<file path="src/rtl/thresh_axi_pkg.sv">
// Shared AXI-lite definitions for the threshold loader and thresholding_axi:
// response codes, loader states and the threshold address layout.
package thresh_axi_pkg;

    localparam logic [1:0] RESP_OKAY   = 2'b00;
    localparam logic [1:0] RESP_SLVERR = 2'b10;

    typedef enum logic [2:0] {
        ST_IDLE,
        ST_FETCH,
        ST_WRITE,
        ST_WRESP,
        ST_RADDR,
        ST_RDATA,
        ST_FIN
    } loader_state_t;

    // Byte address {cf, pe, t, 2'b00}; a zero-width field contributes nothing.
    function automatic logic [31:0] thresh_addr(input int unsigned cf,
                                                input int unsigned pe,
                                                input int unsigned t,
                                                input int unsigned pe_bits,
                                                input int unsigned t_bits);
        return (cf << (pe_bits + t_bits + 2)) | (pe << (t_bits + 2)) | (t << 2);
    endfunction

endpackage

</file>
<file path="src/rtl/thresh_addr_cnt.sv">
// Threshold walk counter (t fastest, then pe, then cf) with address composition.
// Shared by the write pass and the readback pass.
module thresh_addr_cnt
    import thresh_axi_pkg::*;
#(
    parameter int unsigned N         = 14,
    parameter int unsigned PE        = 2,
    parameter int unsigned CF        = 3,
    parameter int unsigned ADDR_BITS = $clog2(CF) + $clog2(PE) + $clog2(N) + 2
) (
    input  logic                 clk,
    input  logic                 rst,
    input  logic                 clr_i,
    input  logic                 adv_i,
    output logic [ADDR_BITS-1:0] addr_o,
    output logic                 last_o
);

    localparam int unsigned T_BITS  = $clog2(N);
    localparam int unsigned PE_BITS = $clog2(PE);
    localparam int unsigned CF_BITS = $clog2(CF);
    // Registers keep one bit even when the field is absent from the address.
    localparam int unsigned TW  = (T_BITS  > 0) ? T_BITS  : 1;
    localparam int unsigned PEW = (PE_BITS > 0) ? PE_BITS : 1;
    localparam int unsigned CFW = (CF_BITS > 0) ? CF_BITS : 1;

    logic [TW-1:0]  t_q, t_d;
    logic [PEW-1:0] pe_q, pe_d;
    logic [CFW-1:0] cf_q, cf_d;
    logic           t_wrap, pe_wrap, cf_wrap;

    assign t_wrap  = (t_q  == TW'(N - 1));
    assign pe_wrap = (pe_q == PEW'(PE - 1));
    assign cf_wrap = (cf_q == CFW'(CF - 1));
    assign last_o  = t_wrap & pe_wrap & cf_wrap;

    always_comb begin
        t_d  = t_q;
        pe_d = pe_q;
        cf_d = cf_q;
        if (clr_i) begin
            t_d  = '0;
            pe_d = '0;
            cf_d = '0;
        end else if (adv_i) begin
            t_d = t_wrap ? '0 : t_q + TW'(1);
            if (t_wrap) begin
                pe_d = pe_wrap ? '0 : pe_q + PEW'(1);
                if (pe_wrap) begin
                    cf_d = cf_wrap ? '0 : cf_q + CFW'(1);
                end
            end
        end
    end

    always_ff @(posedge clk) begin
        if (rst) begin
            t_q  <= '0;
            pe_q <= '0;
            cf_q <= '0;
        end else begin
            t_q  <= t_d;
            pe_q <= pe_d;
            cf_q <= cf_d;
        end
    end

    assign addr_o = ADDR_BITS'(thresh_addr(32'(cf_q), 32'(pe_q), 32'(t_q), PE_BITS, T_BITS));

endmodule

</file>
<file path="src/rtl/axilite_thresh_loader.sv">
// Streams C*N thresholds into a thresholding_axi slave over AXI-lite, one
// transaction at a time, then optionally reads them back and compares XOR checksums.
module axilite_thresh_loader
    import thresh_axi_pkg::*;
#(
    parameter int unsigned N        = 14,
    parameter int unsigned C        = 6,
    parameter int unsigned PE       = 2,
    parameter int unsigned WT       = 10,
    parameter bit          READBACK = 1'b1,
    localparam int unsigned CF        = C / PE,
    localparam int unsigned ADDR_BITS = $clog2(CF) + $clog2(PE) + $clog2(N) + 2
) (
    input  logic                 clk,
    input  logic                 rst,
    input  logic                 start,
    output logic                 busy,
    output logic                 done,
    output logic                 err,
    input  logic                 s_axis_tvalid,
    output logic                 s_axis_tready,
    input  logic [WT-1:0]        s_axis_tdata,
    output logic                 m_axilite_AWVALID,
    input  logic                 m_axilite_AWREADY,
    output logic [ADDR_BITS-1:0] m_axilite_AWADDR,
    output logic                 m_axilite_WVALID,
    input  logic                 m_axilite_WREADY,
    output logic [31:0]          m_axilite_WDATA,
    output logic [3:0]           m_axilite_WSTRB,
    input  logic                 m_axilite_BVALID,
    output logic                 m_axilite_BREADY,
    input  logic [1:0]           m_axilite_BRESP,
    output logic                 m_axilite_ARVALID,
    input  logic                 m_axilite_ARREADY,
    output logic [ADDR_BITS-1:0] m_axilite_ARADDR,
    input  logic                 m_axilite_RVALID,
    output logic                 m_axilite_RREADY,
    input  logic [31:0]          m_axilite_RDATA,
    input  logic [1:0]           m_axilite_RRESP
);

    loader_state_t        state_q, state_d;
    logic [WT-1:0]        data_q, data_d;
    logic [31:0]          cw_q, cw_d, cr_q, cr_d;
    logic                 err_q, err_d;
    logic                 awv_q, awv_d, wv_q, wv_d;
    logic                 cnt_clr, cnt_adv, cnt_last;
    logic [ADDR_BITS-1:0] cnt_addr;
    logic                 unused_rdata;

    // Only RDATA[WT-1:0] carries threshold bits.
    assign unused_rdata = ^m_axilite_RDATA;

    thresh_addr_cnt #(
        .N        (N),
        .PE       (PE),
        .CF       (CF),
        .ADDR_BITS(ADDR_BITS)
    ) u_cnt (
        .clk   (clk),
        .rst   (rst),
        .clr_i (cnt_clr),
        .adv_i (cnt_adv),
        .addr_o(cnt_addr),
        .last_o(cnt_last)
    );

    always_comb begin
        state_d = state_q;
        data_d  = data_q;
        cw_d    = cw_q;
        cr_d    = cr_q;
        err_d   = err_q;
        awv_d   = awv_q;
        wv_d    = wv_q;
        cnt_clr = 1'b0;
        cnt_adv = 1'b0;
        unique case (state_q)
            ST_IDLE: begin
                if (start) begin
                    err_d   = 1'b0;
                    cw_d    = '0;
                    cr_d    = '0;
                    cnt_clr = 1'b1;
                    state_d = ST_FETCH;
                end
            end
            ST_FETCH: begin
                if (s_axis_tvalid) begin
                    data_d  = s_axis_tdata;
                    cw_d    = cw_q ^ 32'(s_axis_tdata);
                    awv_d   = 1'b1;
                    wv_d    = 1'b1;
                    state_d = ST_WRITE;
                end
            end
            ST_WRITE: begin
                // AW and W complete independently; leave once neither is outstanding.
                awv_d = awv_q & ~m_axilite_AWREADY;
                wv_d  = wv_q & ~m_axilite_WREADY;
                if (!awv_d && !wv_d) begin
                    state_d = ST_WRESP;
                end
            end
            ST_WRESP: begin
                if (m_axilite_BVALID) begin
                    if (m_axilite_BRESP != RESP_OKAY) begin
                        err_d   = 1'b1;
                        state_d = ST_FIN;
                    end else if (cnt_last) begin
                        if (READBACK) begin
                            cnt_clr = 1'b1;
                            state_d = ST_RADDR;
                        end else begin
                            state_d = ST_FIN;
                        end
                    end else begin
                        cnt_adv = 1'b1;
                        state_d = ST_FETCH;
                    end
                end
            end
            ST_RADDR: begin
                if (m_axilite_ARREADY) begin
                    state_d = ST_RDATA;
                end
            end
            ST_RDATA: begin
                if (m_axilite_RVALID) begin
                    if (m_axilite_RRESP != RESP_OKAY) begin
                        err_d   = 1'b1;
                        state_d = ST_FIN;
                    end else begin
                        cr_d = cr_q ^ 32'(m_axilite_RDATA[WT-1:0]);
                        if (cnt_last) begin
                            err_d   = (cr_d != cw_q);
                            state_d = ST_FIN;
                        end else begin
                            cnt_adv = 1'b1;
                            state_d = ST_RADDR;
                        end
                    end
                end
            end
            ST_FIN: state_d = ST_IDLE;
            default: state_d = ST_IDLE;
        endcase
    end

    always_ff @(posedge clk) begin
        if (rst) begin
            state_q <= ST_IDLE;
            data_q  <= '0;
            cw_q    <= '0;
            cr_q    <= '0;
            err_q   <= 1'b0;
            awv_q   <= 1'b0;
            wv_q    <= 1'b0;
        end else begin
            state_q <= state_d;
            data_q  <= data_d;
            cw_q    <= cw_d;
            cr_q    <= cr_d;
            err_q   <= err_d;
            awv_q   <= awv_d;
            wv_q    <= wv_d;
        end
    end

    assign busy              = (state_q != ST_IDLE);
    assign done              = (state_q == ST_FIN);
    assign err               = err_q;
    assign s_axis_tready     = (state_q == ST_FETCH);
    assign m_axilite_AWVALID = awv_q;
    assign m_axilite_AWADDR  = cnt_addr;
    assign m_axilite_WVALID  = wv_q;
    assign m_axilite_WDATA   = 32'(data_q);
    assign m_axilite_WSTRB   = '1;
    assign m_axilite_BREADY  = (state_q == ST_WRESP);
    assign m_axilite_ARVALID = (state_q == ST_RADDR);
    assign m_axilite_ARADDR  = cnt_addr;
    assign m_axilite_RREADY  = (state_q == ST_RDATA);

endmodule

</file>
<file path="config.mk">
export PLATFORM = sky130hd
export DESIGN_NAME = axilite_thresh_loader
export DESIGN_NICKNAME = d
export VERILOG_FILES = /design/src/rtl/thresh_axi_pkg.sv /design/src/rtl/thresh_addr_cnt.sv /design/src/rtl/axilite_thresh_loader.sv
export SDC_FILE = /design/constraint.sdc
export NUM_CORES = 1
export LEC_CHECK = 0
export ABC_AREA = 1
export BUFFER_PORTS_ARGS = -buffer_cell sky130_fd_sc_hd__buf_2
export CORE_AREA = 5 5 64 124
export DETAILED_ROUTE_END_ITERATION = 7
export DIE_AREA = 0 0 69 129
export HOLD_SLACK_MARGIN = 0.08
export PLACE_DENSITY = 0.68
export SYNTH_ARGS = -nofsm -noshare
export SYNTH_HDL_FRONTEND = slang
export SYNTH_SLANG_ARGS = --single-unit
</file>
<file path="constraint.sdc">
create_clock -name clk -period 3.9 [get_ports clk]
set_input_delay 0.195 -clock clk [delete_from_list [all_inputs] [get_ports clk]]
set_output_delay 0.195 -clock clk [all_outputs]
set_load 0.01 [all_outputs]
</file>
-- Yosys cells after proc, flatten, opt, wreduce, memory -nomap -nowiden
Cells that the tools add are included.
- word-level logic and storage cells: 102
- register bits: 87
- output and inout bits: 63
- bits of input ports: 55
- bitwise operators: 10
- eq/ne operators: 18
- $add $sub $neg: 3
- muxes and demuxes: 41
- reduce and logical (&&, ||, !) cells: 20
- operators with widths (kind ; count):
    two-way mux 32 bit ; 4
    case mux 32 bit (2 select lines) ; 2
    XOR 32 x 10 -> 32 bit ; 2
    inequality test 32 bit ; 1
    two-way mux 3 bit ; 8
    case mux 3 bit (6 select lines) ; 1
    two-way mux 1 bit ; 17
    inequality test 2 bit (second input constant) ; 6
    AND reduction 6 bit ; 2
    nonzero test 2 bit ; 5
    == test 3 bit (second input constant) ; 3
    bitwise OR 9 x 6 -> 9 bit ; 1
    bitwise OR 9 x 7 -> 9 bit ; 1
    case mux 1 bit (2 select lines) ; 4
    == test 3 x 2 -> 1 bit (second input constant) ; 2
    two-way mux 2 bit ; 3
    AND reduction 2 bit ; 3
    AND reduction 3 bit ; 2
    nonzero test 3 bit ; 2
    adder 4 x 1 -> 4 bit (second input constant) ; 1
    bitwise AND 1 bit ; 4
    == test 4 bit (second input constant) ; 1
    two-way mux 4 bit ; 1
    inequality test 2 x 1 -> 1 bit (second input constant) ; 2
    other kinds (12) ; 14

-- Depth between registers and ports, before layout
Gate-level depths: netlist of the first run.
- depth after elaboration: 8
- gate-level depth with buffers: 13
- gate-level depth less buffers: 12

-- By module
A second synthesis of the first run with hierarchy kept.
- cells, all modules: 411
- area, all modules: 2676.3 um2
- by module, submodules not included (module ; cells each ; area an instance (um2) ; times used):
    axilite_thresh_loader ; 356 ; 2283.4 ; 1
    thresh_addr_cnt ; 55 ; 392.9 ; 1

-- Least setup slack after synthesis of the first run
No wires, ideal clock.
- path type: reg2reg
- start point: register state_q[0]
- end point: register u_cnt.cf_q[0]
- slack: 2.443 ns
- buffers on the path: 1
- arrival: 1.346 ns
- stages on the path, launching flop included: 13
- required time: 3.789 ns
- cells stage by stage: dfxtp_1 > buf_6 > nand2_2 > nor2_4 > inv_4 > nor2_8 > nand3_1 > nand2_2 > nand2_4 > nor2_4 > nand2_1 > nand2_1 > nor2_2
- longest elaborated chain between the ends: 3
- elaborated cells between the ends (all ways): 7
- classes of those cells: eq/ne (2); mux (2); reduce/logical (3)
- ends and longest elaborated chain (element ; line ; text):
    start, declared ; axilite_thresh_loader.sv:42 ; loader_state_t state_q, state_d;
    start signal, assigned ; axilite_thresh_loader.sv:160 ; state_q <= state_d;
    == test 3 x 2 -> 1 bit (*) ; - ;
    named net m_axilite_BREADY ; axilite_thresh_loader.sv:31 ; output logic m_axilite_BREADY,
    case mux 1 bit (2 select lines) ; axilite_thresh_loader.sv:78 ; unique case (state_q)
    AND reduction 3 bit (no source line) / OR reduction 2 bit (equally long branches) ; - ;
    end signal, assigned ; thresh_addr_cnt.sv:60 ; cf_q <= '0;
    end signal, assigned ; thresh_addr_cnt.sv:64 ; cf_q <= cf_d;
    end, declared ; thresh_addr_cnt.sv:29 ; logic [CFW-1:0] cf_q, cf_d;
The timed path passes the listed nets; every way through them passes the cells marked *.
A chain may end at the register's enable or synchronous reset.

-- Final worst setup path of the first run
- start point: register state_q[0]
- end point: register data_q[0]
- longest elaborated chain between the ends: 2
- ends and longest elaborated chain (element ; line ; text):
    == test 3 x 1 -> 1 bit ; axilite_thresh_loader.sv:78 ;
    AND reduction 2 bit (no source line) ; - ;
    end signal, assigned ; axilite_thresh_loader.sv:161 ; data_q <= data_d;
    end, declared ; axilite_thresh_loader.sv:43 ; logic [WT-1:0] data_q, data_d;
Every way passes these cells.

==> run_results.csv, run 1 <==
group,metric,value,unit
synthesis,synth_most_common_cell,"nand2_1",
timing,fmax,553,MHz
detailed_routing,antenna_left,0,
clock_tree,cts_buffers,5,
worst_setup_path,worst-path-max-fanout,18,
pwr,power_density,482,nW/um^2
synthesis,synth-main-ff-cell,"dfxtp_1",
job,drv_cap,0,
die,design.core.area,6890,um^2
timing,grt_setup_unrepaired,"no",
clock_tree,clkLatencyLatePin,280,ps
synthesis,synthTopCellsByCount,"76 x nand2_1, 61 x inv_1, 43 x dfxtp_1",
timing,tns,0,ps
timing,holdWs,169,ps
worst_setup_path,setup.worst_path.end_class,"flip-flop",
die,die-width,69,um
synthesis,synth_top_family_by_area,"simple AND/OR/NAND/NOR gates",
finish,layout-drive-gt1-share,22.1,%
clock_tree,ctsHoldBuffers,0,
clock_tree,cts_root_buf,"clkbuf_16",
synthesis,yosys.area_share.simple,31.0,%
worst_setup_path,cp-start-kind,"flip-flop",
die,io-pin-count,118,
synthesis,synthAdderAreaFrac,0,%
worst_setup_path,slowest_stage,"dfxtp_1",
timing,relSlewSlack,62.3,%
detailed_routing,vias,2566,
synthesis,synth_warnings,0,
worst_setup_path,r2r_end,"data_q[0]$_SDFFE_PP0P_",
synthesis,synth.area.mux_share,0,%
global_route,grt_pass1_wl,10.7,mm
timing,setup_viol,0,
synthesis,synth_top_area_cell,"dfxtp_1",
synthesis,synthArstFlopShare,0,%
placement,place_area,2900,um^2
hold_path,min_path_cells,3,
worst_setup_path,r2r_cells,8,
timing,skew,1.52,ps
synthesis,synth-edff-count,0,
synthesis,synth_xor_xnor_area_share,0.326,%
global_route,grt_max_degree,20,
hold_path,hp-class,"input pin to flip-flop",
placement,port_buffers,65,
synthesis,ys_types,34,
worst_setup_path,crit_arrival,2020,ps
die,die-area,8900,um^2
detailed_routing,drt-pass1-iter-count,6,
clock_tree,postCtsSetupRepairBufs,0,
clock_tree,htree_num_levels,2,
synthesis,synth.top_cell.area_share,32.1,%
finish,fill_cells,760,
detailed_routing,via_per_inst,4.66,
global_route,grt_overflow_total,0,
pwr,peakVddDrop,0.000351,V
timing,drv_slew,0,
detailed_routing,wl,6.55,mm
clock_tree,clock_sinks,43,
placement,place_hpwl,5.16,mm
finish,syn_to_final_growth,14.1,%
synthesis,yosys-top-cells-area,"dfxtp_1 32%, buf_4 11%, nand2_1 11%",
synthesis,synth_compound_area_share,14.9,%
timing,period_share,46.4,%
clock_tree,clk_path_buf_depth,2,
outcome,status,"finished, final reports clean",
worst_setup_path,crit_chain,"inv_1 -> nor2_1 -> nand2_1 -> inv_2 -> nand2_4 -> inv_1 -> o21ai_0 -> a21oi_1",
worst_setup_path,slowest_delay,510,ps
global_route,grt_use_total,14.8,%
placement,place.gp.congestion,0.852,
clock_tree,cts_tree,"done",
die,dieHeight,129,um
global_route,antenna_found_initial,0,
finish,multi_input_area,1350,um^2
timing,worst_pin_slew,563,ps
worst_setup_path,reg2reg_slack,2090,ps
synthesis,ys_seq_area_share,32.1,%
detailed_routing,wl_per_cell,11.9,um
finish,num_antenna_cells,0,
worst_setup_path,path_class,"flip-flop to flip-flop",
detailed_routing,drt_iter0_drc,95,
synthesis,ys_ff_latch,43,
hold_path,hold_start,"s_axis_tdata[2]",
die,start_util,39.0,%
pwr,finalPower,0.00148,W
synthesis,synth_area,2680,um^2
global_route,grt_pass1_vias,2448,
placement,dp_slack,2090,ps
timing,final_hold_viol_count,0,
finish,fin_area,3060,um^2
clock_tree,clk_pin_slew_worst_paths,60,ps
worst_setup_path,crit_required,4110,ps
finish,register_area,861,um^2
finish,nNetsFinal,515,
timing,layout_min_cycle_time,1810,ps
worst_setup_path,r2r_start,"state_q[0]$_SDFFE_PP0P_",
synthesis,avgSynthCellArea,6.64,um^2
pwr,p_leak,1.56,nW
synthesis,netlist_instances,404,
detailed_routing,drcViolationCount,0,
die,num_rows,43,
hold_path,hold_end,"data_q[2]$_SDFFE_PP0P_",
timing,fin_ws,2090,ps
clock_tree,cts_resized,0,
worst_setup_path,crit_top_cell,"inv_1",
-- sequential cells by signal (all words and copies together) (netlist names) --
register / count
cw_q: 10
err: 1
state_q: 3
u_cnt.t_q: 4
m_axilite_AWVALID: 1
u_cnt.pe_q: 1
m_axilite_WVALID: 1
u_cnt.cf_q: 2
cr_q: 10
data_q: 10
-- worst max-delay path by stage --
stage,from,end,slack [ps],cells past startpoint
final,state_q[0]$_SDFFE_PP0P_,data_q[0]$_SDFFE_PP0P_,2090,8
after global placement,state_q[0]$_SDFFE_PP0P_,data_q[3]$_SDFFE_PP0P_,2140,8
after global routing,state_q[0]$_SDFFE_PP0P_,data_q[0]$_SDFFE_PP0P_,1830,8
after floorplan,state_q[0]$_SDFFE_PP0P_,u_cnt.cf_q[0]$_SDFFE_PP0P_,2440,12
after CTS,state_q[0]$_SDFFE_PP0P_,data_q[0]$_SDFFE_PP0P_,2060,8
after detailed placement,state_q[0]$_SDFFE_PP0P_,data_q[0]$_SDFFE_PP0P_,2090,8
-- critical path: cells and delay by family (launching register included) --
family	cells	cell delay (ps)
simple gates	3	340
flops	1	510
buf+inv	3	590
compound gates	2	270
-- per-stage QoR --
| stage | cells | util (%) |
|---|---|---|
| CTS | 551 | 44.5 |
| detailed placement | 543 | 42.1 |
| global placement | 543 | 42.1 |
| global route | 551 | 44.5 |
| floorplan | 432 | - |
| finish | 551 | 44.5 |
-- layout make-up --
| class | count | share of cell area (%) |
|---|---|---|
| Inverter | 66 | 8.17 |
| Clock buffer | 7 | 4.99 |
| Timing Repair Buffer | 65 | 10.6 |
| Clock inverter | 1 | 0.245 |
| Sequential cell | 43 | 28.1 |
| Multi-Input combinational cell | 279 | 44.2 |
| Tap cell | 90 | 3.68 |
-- cells in the final DEF (no fill, tap or decap), drive strengths merged --
cell      netlist  layout
dfxtp          43      43
o21ai          32      32
a21oi          39      39
clkbuf          2       7
o211ai          2       2
nor3           11      11
conb            2      30
nand2          84      84
a211oi          2       2
a31oi           1       1
or2             3       3
inv            65      65
clkinv          1       1
clkinvlp        0       1
nand4           3       3
xnor2           1       1
buf            42      65
nand3          28      28
nor2           43      43
-- layer usage --
metal / global-route usage, % / part of all wire, % / up-vias
met5: 0 / 0 / -
met2: 28.3 / 53 / 82
li1: - / - / 1324
met1: 14.7 / 38 / 1150
met4: 6.21 / 2.3 / 0
met3: 4.22 / 6.8 / 10
-- power breakdown --
| group | internal, W | total (W) | switching [W] |
|---|---|---|---|
| Sequential | 0.000511 | 0.000559 | 0.0000485 |
| Clock | 0.000272 | 0.000441 | 0.000169 |
| Combinational | 0.000154 | 0.000475 | 0.000321 |
-- cells by family after synthesis --
| kind of cell | count (synthesis) |
|---|---|
| flops | 43 |
| other cells | 2 |
| compound gates | 76 |
| xor+xnor | 1 |
| buf+inv | 110 |
| simple gates | 172 |
Power figures use the tool's default switching activity.
==> run 2, diff against run 1 <==
--- a/config.mk
+++ b/config.mk
@@ -11,7 +11,7 @@
 export DETAILED_ROUTE_END_ITERATION = 7
 export DIE_AREA = 0 0 69 129
 export HOLD_SLACK_MARGIN = 0.08
-export PLACE_DENSITY = 0.68
+export PLACE_DENSITY = 0.71
 export SYNTH_ARGS = -nofsm -noshare
 export SYNTH_HDL_FRONTEND = slang
 export SYNTH_SLANG_ARGS = --single-unit
==> constraint.sdc (replaced) <==
create_clock -name clk -period 1.51 [get_ports clk]
set_input_delay 0.0755 -clock clk [delete_from_list [all_inputs] [get_ports clk]]
set_output_delay 0.0755 -clock clk [all_outputs]
set_load 0.01 [all_outputs]
==> run_results.csv, run 2 (synthesis gave the netlist of run 1 again) <==
group,metric,value,unit
clock_tree,htree_num_levels,2,
pwr,finalPower,0.00418,W
detailed_routing,drt-pass1-iter-count,4,
finish,fill_cells,729,
finish,syn_to_final_growth,28.6,%
worst_setup_path,crit_chain,"buf_6 -> nand2_4 -> nor2_4 -> inv_4 -> nor2_8 -> nand3_4 -> nand2_4 -> nand2_4 -> nor2_4 -> nand2_1 -> nand2_1 -> nor2_2",
clock_tree,clk_path_buf_depth,2,
detailed_routing,vias,2702,
timing,tns,0,ps
worst_setup_path,cp-start-kind,"flip-flop",
timing,fin_ws,65.3,ps
detailed_routing,drt_iter0_drc,113,
detailed_routing,wl,6.80,mm
finish,reg_top3,"cr_q (10), cw_q (10), data_q (10)",
detailed_routing,via_per_inst,4.61,
pwr,p_leak,1.78,nW
clock_tree,cts_buffers,5,
clock_tree,cts_tree,"done",
worst_setup_path,slowest_delay,340,ps
die,dieHeight,129,um
pwr,power_density,1210,nW/um^2
global_route,grt_overflow_total,0,
timing,period_share,95.7,%
finish,num_antenna_cells,0,
global_route,grt_pass1_vias,2644,
global_route,grt_max_degree,20,
clock_tree,clkLatencyLatePin,290,ps
pwr,peakVddDrop,0.000925,V
worst_setup_path,crit_top_cell,"nand2_4",
finish,nNetsFinal,550,
die,die-width,69,um
detailed_routing,antenna_left,0,
job,drv_cap,0,
die,io-pin-count,118,
clock_tree,clk_pin_slew_worst_paths,60,ps
worst_setup_path,slowest_stage,"dfxtp_2",
timing,holdWs,101,ps
timing,drv_slew,0,
global_route,antenna_found_initial,0,
detailed_routing,drcViolationCount,0,
timing,fmax,692,MHz
die,design.core.area,6890,um^2
finish,layout_common_cells,"74 x nand2_1, 65 x buf_2, 59 x inv_1",
finish,final_common_cell,"nand2_1",
outcome,status,"finished, final reports clean",
clock_tree,cts_root_buf,"clkbuf_16",
clock_tree,clock_sinks,43,
global_route,busiest_layer,"met2",
timing,setup_viol,0,
placement,port_buffers,65,
timing,grt_setup_unrepaired,"yes",
die,start_util,39.0,%
worst_setup_path,critPathBufInv,2,
worst_setup_path,worst-path-max-fanout,4,
timing,skew,2.59,ps
timing,layout_min_cycle_time,1440,ps
placement,placed_cells,565,
global_route,grt_util_met2,29.4,%
placement,place_hpwl,5.51,mm
finish,finalNonFillerCells,586,
worst_setup_path,crit_required,1700,ps
worst_setup_path,crit_arrival,1630,ps
detailed_routing,wl_per_cell,11.6,um
global_route,grt_use_met1,14.2,%
global_route,grt_use_total,15.4,%
global_route,grt_pass1_wl,11.2,mm
worst_setup_path,setup.worst_path.end_class,"flip-flop",
hold_path,hp-class,"input pin to flip-flop",
worst_setup_path,path_class,"flip-flop to flip-flop",
finish,layout-drive-gt1-share,27.8,%
global_route,use_met3,4.38,%
die,num_rows,43,
timing,final_hold_viol_count,0,
worst_setup_path,crit_family,"simple AND/OR/NAND/NOR gates",
die,die-area,8900,um^2
placement,dp_slack,-76.0,ps
placement,place.gp.congestion,0.843,
-- run 2: changes by cell type in the layout (fill, tap and decap cells not counted), sizes merged --
cell         change
clkbuf           -1
clkinv           +1
clkinvlp         -1
bufinv           +1
dlygate4sd3     +11
buf             +24
-- run 2: cell type report --
| class | count | area (um^2) | area share (%) |
|---|---|---|---|
| Timing Repair Buffer | 100 | 636 | 18.4 |
| Sequential cell | 43 | 870 | 25.2 |
| Clock buffer | 6 | 139 | 4.03 |
| Tap cell | 90 | 113 | 3.26 |
| Clock inverter | 2 | 35.0 | 1.02 |
| Multi-Input combinational cell | 279 | 1410 | 40.7 |
| Inverter | 66 | 253 | 7.33 |
-- run 2: path summary, 6_finish.rpt --
path | slack, ps | from | cells past startpoint | to
max | 70 | state_q[1]$_SDFFE_PP0P_ | 12 | u_cnt.cf_q[0]$_SDFFE_PP0P_
min | 100 | m_axilite_AWREADY | 4 | m_axilite_AWVALID$_SDFFE_PP0P_
max reg2reg | 70 | state_q[1]$_SDFFE_PP0P_ | 12 | u_cnt.cf_q[0]$_SDFFE_PP0P_
min reg2reg | 470 | cw_q[0]$_SDFFE_PP0P_ | 1 | cw_q[0]$_SDFFE_PP0P_
-- run 2: report_power, final --
group | internal, W | total (W) | switching [W]
Combinational | 0.000562 | 0.00145 | 0.000886
Sequential | 0.00132 | 0.00145 | 0.000123
Clock | 0.000823 | 0.00128 | 0.000459
Total | 0.00271 | 0.00418 | 0.00147
-- run 2: tightest hold or removal path, delay by kind of cell --
kind	cells	cell delay [ps]
simple gates	2	130
buf+inv	1	80
compound gates	1	50
-- run 2: metal layers --
layer,vias up,routed length (um)
met5,-,0
met4,0,222
met3,16,419
met2,83,3770
met1,1215,2380
li1,1388,-
-- run 2: what timing repair did --
action,in CTS,in global routing
setup buffers,0,2
hold buffers,11,0
pin swaps,1,5
gates cloned,0,0
resized for setup,3,22
setup endpoints to repair,37,35
endpoints found under the hold margin,17,0
-- run 2: per-stage QoR --
stage	instance area, um^2	utilization, %
floorplan	2790	-
global placement	3080	44.7
detailed placement	3080	44.7
CTS	3370	48.9
global route	3450	50.1
finish	3450	50.1
==> run 3, diff against run 2 <==
--- a/config.mk
+++ b/config.mk
@@ -12,6 +12,9 @@
 export DIE_AREA = 0 0 69 129
 export HOLD_SLACK_MARGIN = 0.08
 export PLACE_DENSITY = 0.71
+export RECOVER_POWER = 25
+export REMOVE_ABC_BUFFERS = 1
+export SETUP_SLACK_MARGIN = 0.2
 export SYNTH_ARGS = -nofsm -noshare
 export SYNTH_HDL_FRONTEND = slang
 export SYNTH_SLANG_ARGS = --single-unit
==> run_results.csv, run 3 (synthesis gave the netlist of run 1 again) <==
group,metric,value,unit
global_route,grt_use_total,16.0,%
placement,place.gp.congestion,0.868,
worst_setup_path,crit_top_cell,"nor2_4",
outcome,status,"finished, final reports clean",
worst_setup_path,crit_family,"simple AND/OR/NAND/NOR gates",
worst_setup_path,path_class,"flip-flop to flip-flop",
finish,syn_to_final_growth,36.6,%
global_route,grt_max_degree,19,
clock_tree,clock_sinks,43,
pwr,p_leak,1.78,nW
clock_tree,clkLatencyLatePin,290,ps
placement,place_hpwl,5.41,mm
worst_setup_path,critPathBufInv,1,
detailed_routing,drcViolationCount,0,
global_route,grt_pass1_wl,11.6,mm
pwr,peakVddDrop,0.000695,V
worst_setup_path,cp-start-kind,"flip-flop",
job,drv_cap,0,
finish,utilization,53.2,%
worst_setup_path,crit_arrival,1680,ps
detailed_routing,antenna_left,0,
die,io-pin-count,118,
timing,grt_setup_unrepaired,"yes",
detailed_routing,vias,2816,
timing,layout_min_cycle_time,1460,ps
worst_setup_path,crit_required,1730,ps
finish,final_common_cell,"nand2_1",
clock_tree,cts_root_buf,"clkbuf_16",
placement,dp_slack,-145,ps
worst_setup_path,crit_chain,"buf_6 -> nand3_4 -> nor2_4 -> nor2_4 -> nand2_4 -> nor3_4 -> nand3_1 -> a21oi_1",
detailed_routing,wl_per_cell,12.4,um
timing,fmax,686,MHz
finish,nNetsFinal,562,
placement,place_area,3050,um^2
global_route,grt_overflow_total,0,
timing,setup_viol,0,
placement,port_buffers,65,
timing,drv_slew,0,
die,die-width,69,um
worst_setup_path,setup.worst_path.end_class,"flip-flop",
pwr,power_density,1190,nW/um^2
worst_setup_path,crit_start,"state_q[0]$_SDFFE_PP0P_",
hold_path,hp-class,"input pin to flip-flop",
clock_tree,htree_num_levels,2,
clock_tree,cts_tree,"done",
timing,period_share,96.5,%
worst_setup_path,r2r_start,"state_q[0]$_SDFFE_PP0P_",
finish,fin_area,3660,um^2
finish,layout_common_cells,"70 x nand2_1, 55 x inv_1, 48 x buf_2",
clock_tree,cts_buffers,5,
worst_setup_path,slowest_delay,370,ps
detailed_routing,drt-pass1-iter-count,4,
hold_path,hold_start,"s_axis_tdata[1]",
global_route,grt_pass1_vias,2680,
detailed_routing,drt_iter0_drc,163,
finish,reg_top3,"cr_q (10), cw_q (10), data_q (10)",
worst_setup_path,worst-path-max-fanout,5,
clock_tree,clk_path_buf_depth,2,
clock_tree,clk_pin_slew_worst_paths,60,ps
global_route,antenna_found_initial,0,
finish,layout-drive-gt1-share,31.7,%
timing,holdWs,85.0,ps
die,design.core.area,6890,um^2
die,start_util,39.0,%
finish,num_antenna_cells,0,
detailed_routing,via_per_inst,4.71,
die,num_rows,43,
detailed_routing,wl,7.40,mm
timing,skew,6.00,ps
worst_setup_path,slowest_stage,"dfxtp_4",
die,dieHeight,129,um
timing,fin_ws,52.4,ps
die,die-area,8900,um^2
finish,fill_cells,688,
timing,final_hold_viol_count,0,
-- run 3: cell count changes in the layout (fill, tap and decap cells not counted), moves of 7 or more --
cell / delta
o21ai_0: -13
buf_4: +7
buf_6: +8
clkbuf_1: +16
buf_2: -17
o21ai_1: +11
-- run 3: timing repair --
| item | in CTS | in global routing |
|---|---|---|
| setup buffers | 13 | 9 |
| gates cloned | 0 | 1 |
| hold buffers | 7 | 0 |
| pin swaps | 12 | 23 |
| endpoints found under the setup margin | 42 | 44 |
| resized for setup | 43 | 41 |
| endpoints found under the hold margin | 12 | 0 |
-- run 3: final cells by class --
type,count,area [um^2],area share (%)
clock inverters,1,7.51,0.205
multi-input cells,279,1500,40.8
well taps,90,113,3.07
inverters,66,268,7.31
flip-flops and latches,43,870,23.7
repair buffers,112,758,20.7
clock buffers,7,153,4.17
-- run 3: path summary, 6_finish.rpt --
path                                                end  slack, ps  depth (start not counted)
worst max-delay path            state_q[0]$_SDFFE_PP0P_         50                          8
worst min-delay path             data_q[1]$_SDFFE_PP0P_         80                          3
worst max register to register  state_q[0]$_SDFFE_PP0P_         50                          8
worst min register to register     cr_q[0]$_SDFFE_PP0P_        470                          2
-- run 3: layer usage --
metal | vias up | track usage, % | share of wire (%)
li1 | 1418 | - | -
met1 | 1278 | 15.8 | 35
met2 | 106 | 30.9 | 55
met3 | 14 | 3.99 | 7.3
met4 | 0 | 7.25 | 2.5
met5 | - | 0 | 0
-- run 3: worst reg2reg max path, delay by kind of cell (launching register included) --
kind | cells | cell delay (ps)
AOI/OAI and AO/OA | 1 | 140
and+or+nand+nor | 6 | 750
buffers and inverters | 1 | 120
DFF | 1 | 370
-- run 3: power breakdown --
group / internal (W) / switching [W]
logic: 0.000724 / 0.00102
registers: 0.00132 / 0.000126
clock network: 0.000704 / 0.000472
total: 0.00275 / 0.00162
-- run 3: metrics by stage --
step	TNS, ps	cells	power (W)
6_report	0	598	0.00437
5_1_grt	-169	598	0.00466
4_1_cts	0	588	0.00419
3_5_place_dp	-1220	560	0.00279
3_3_place_gp	-180	560	0.00275
2_1_floorplan	-55.9	388	0.00232
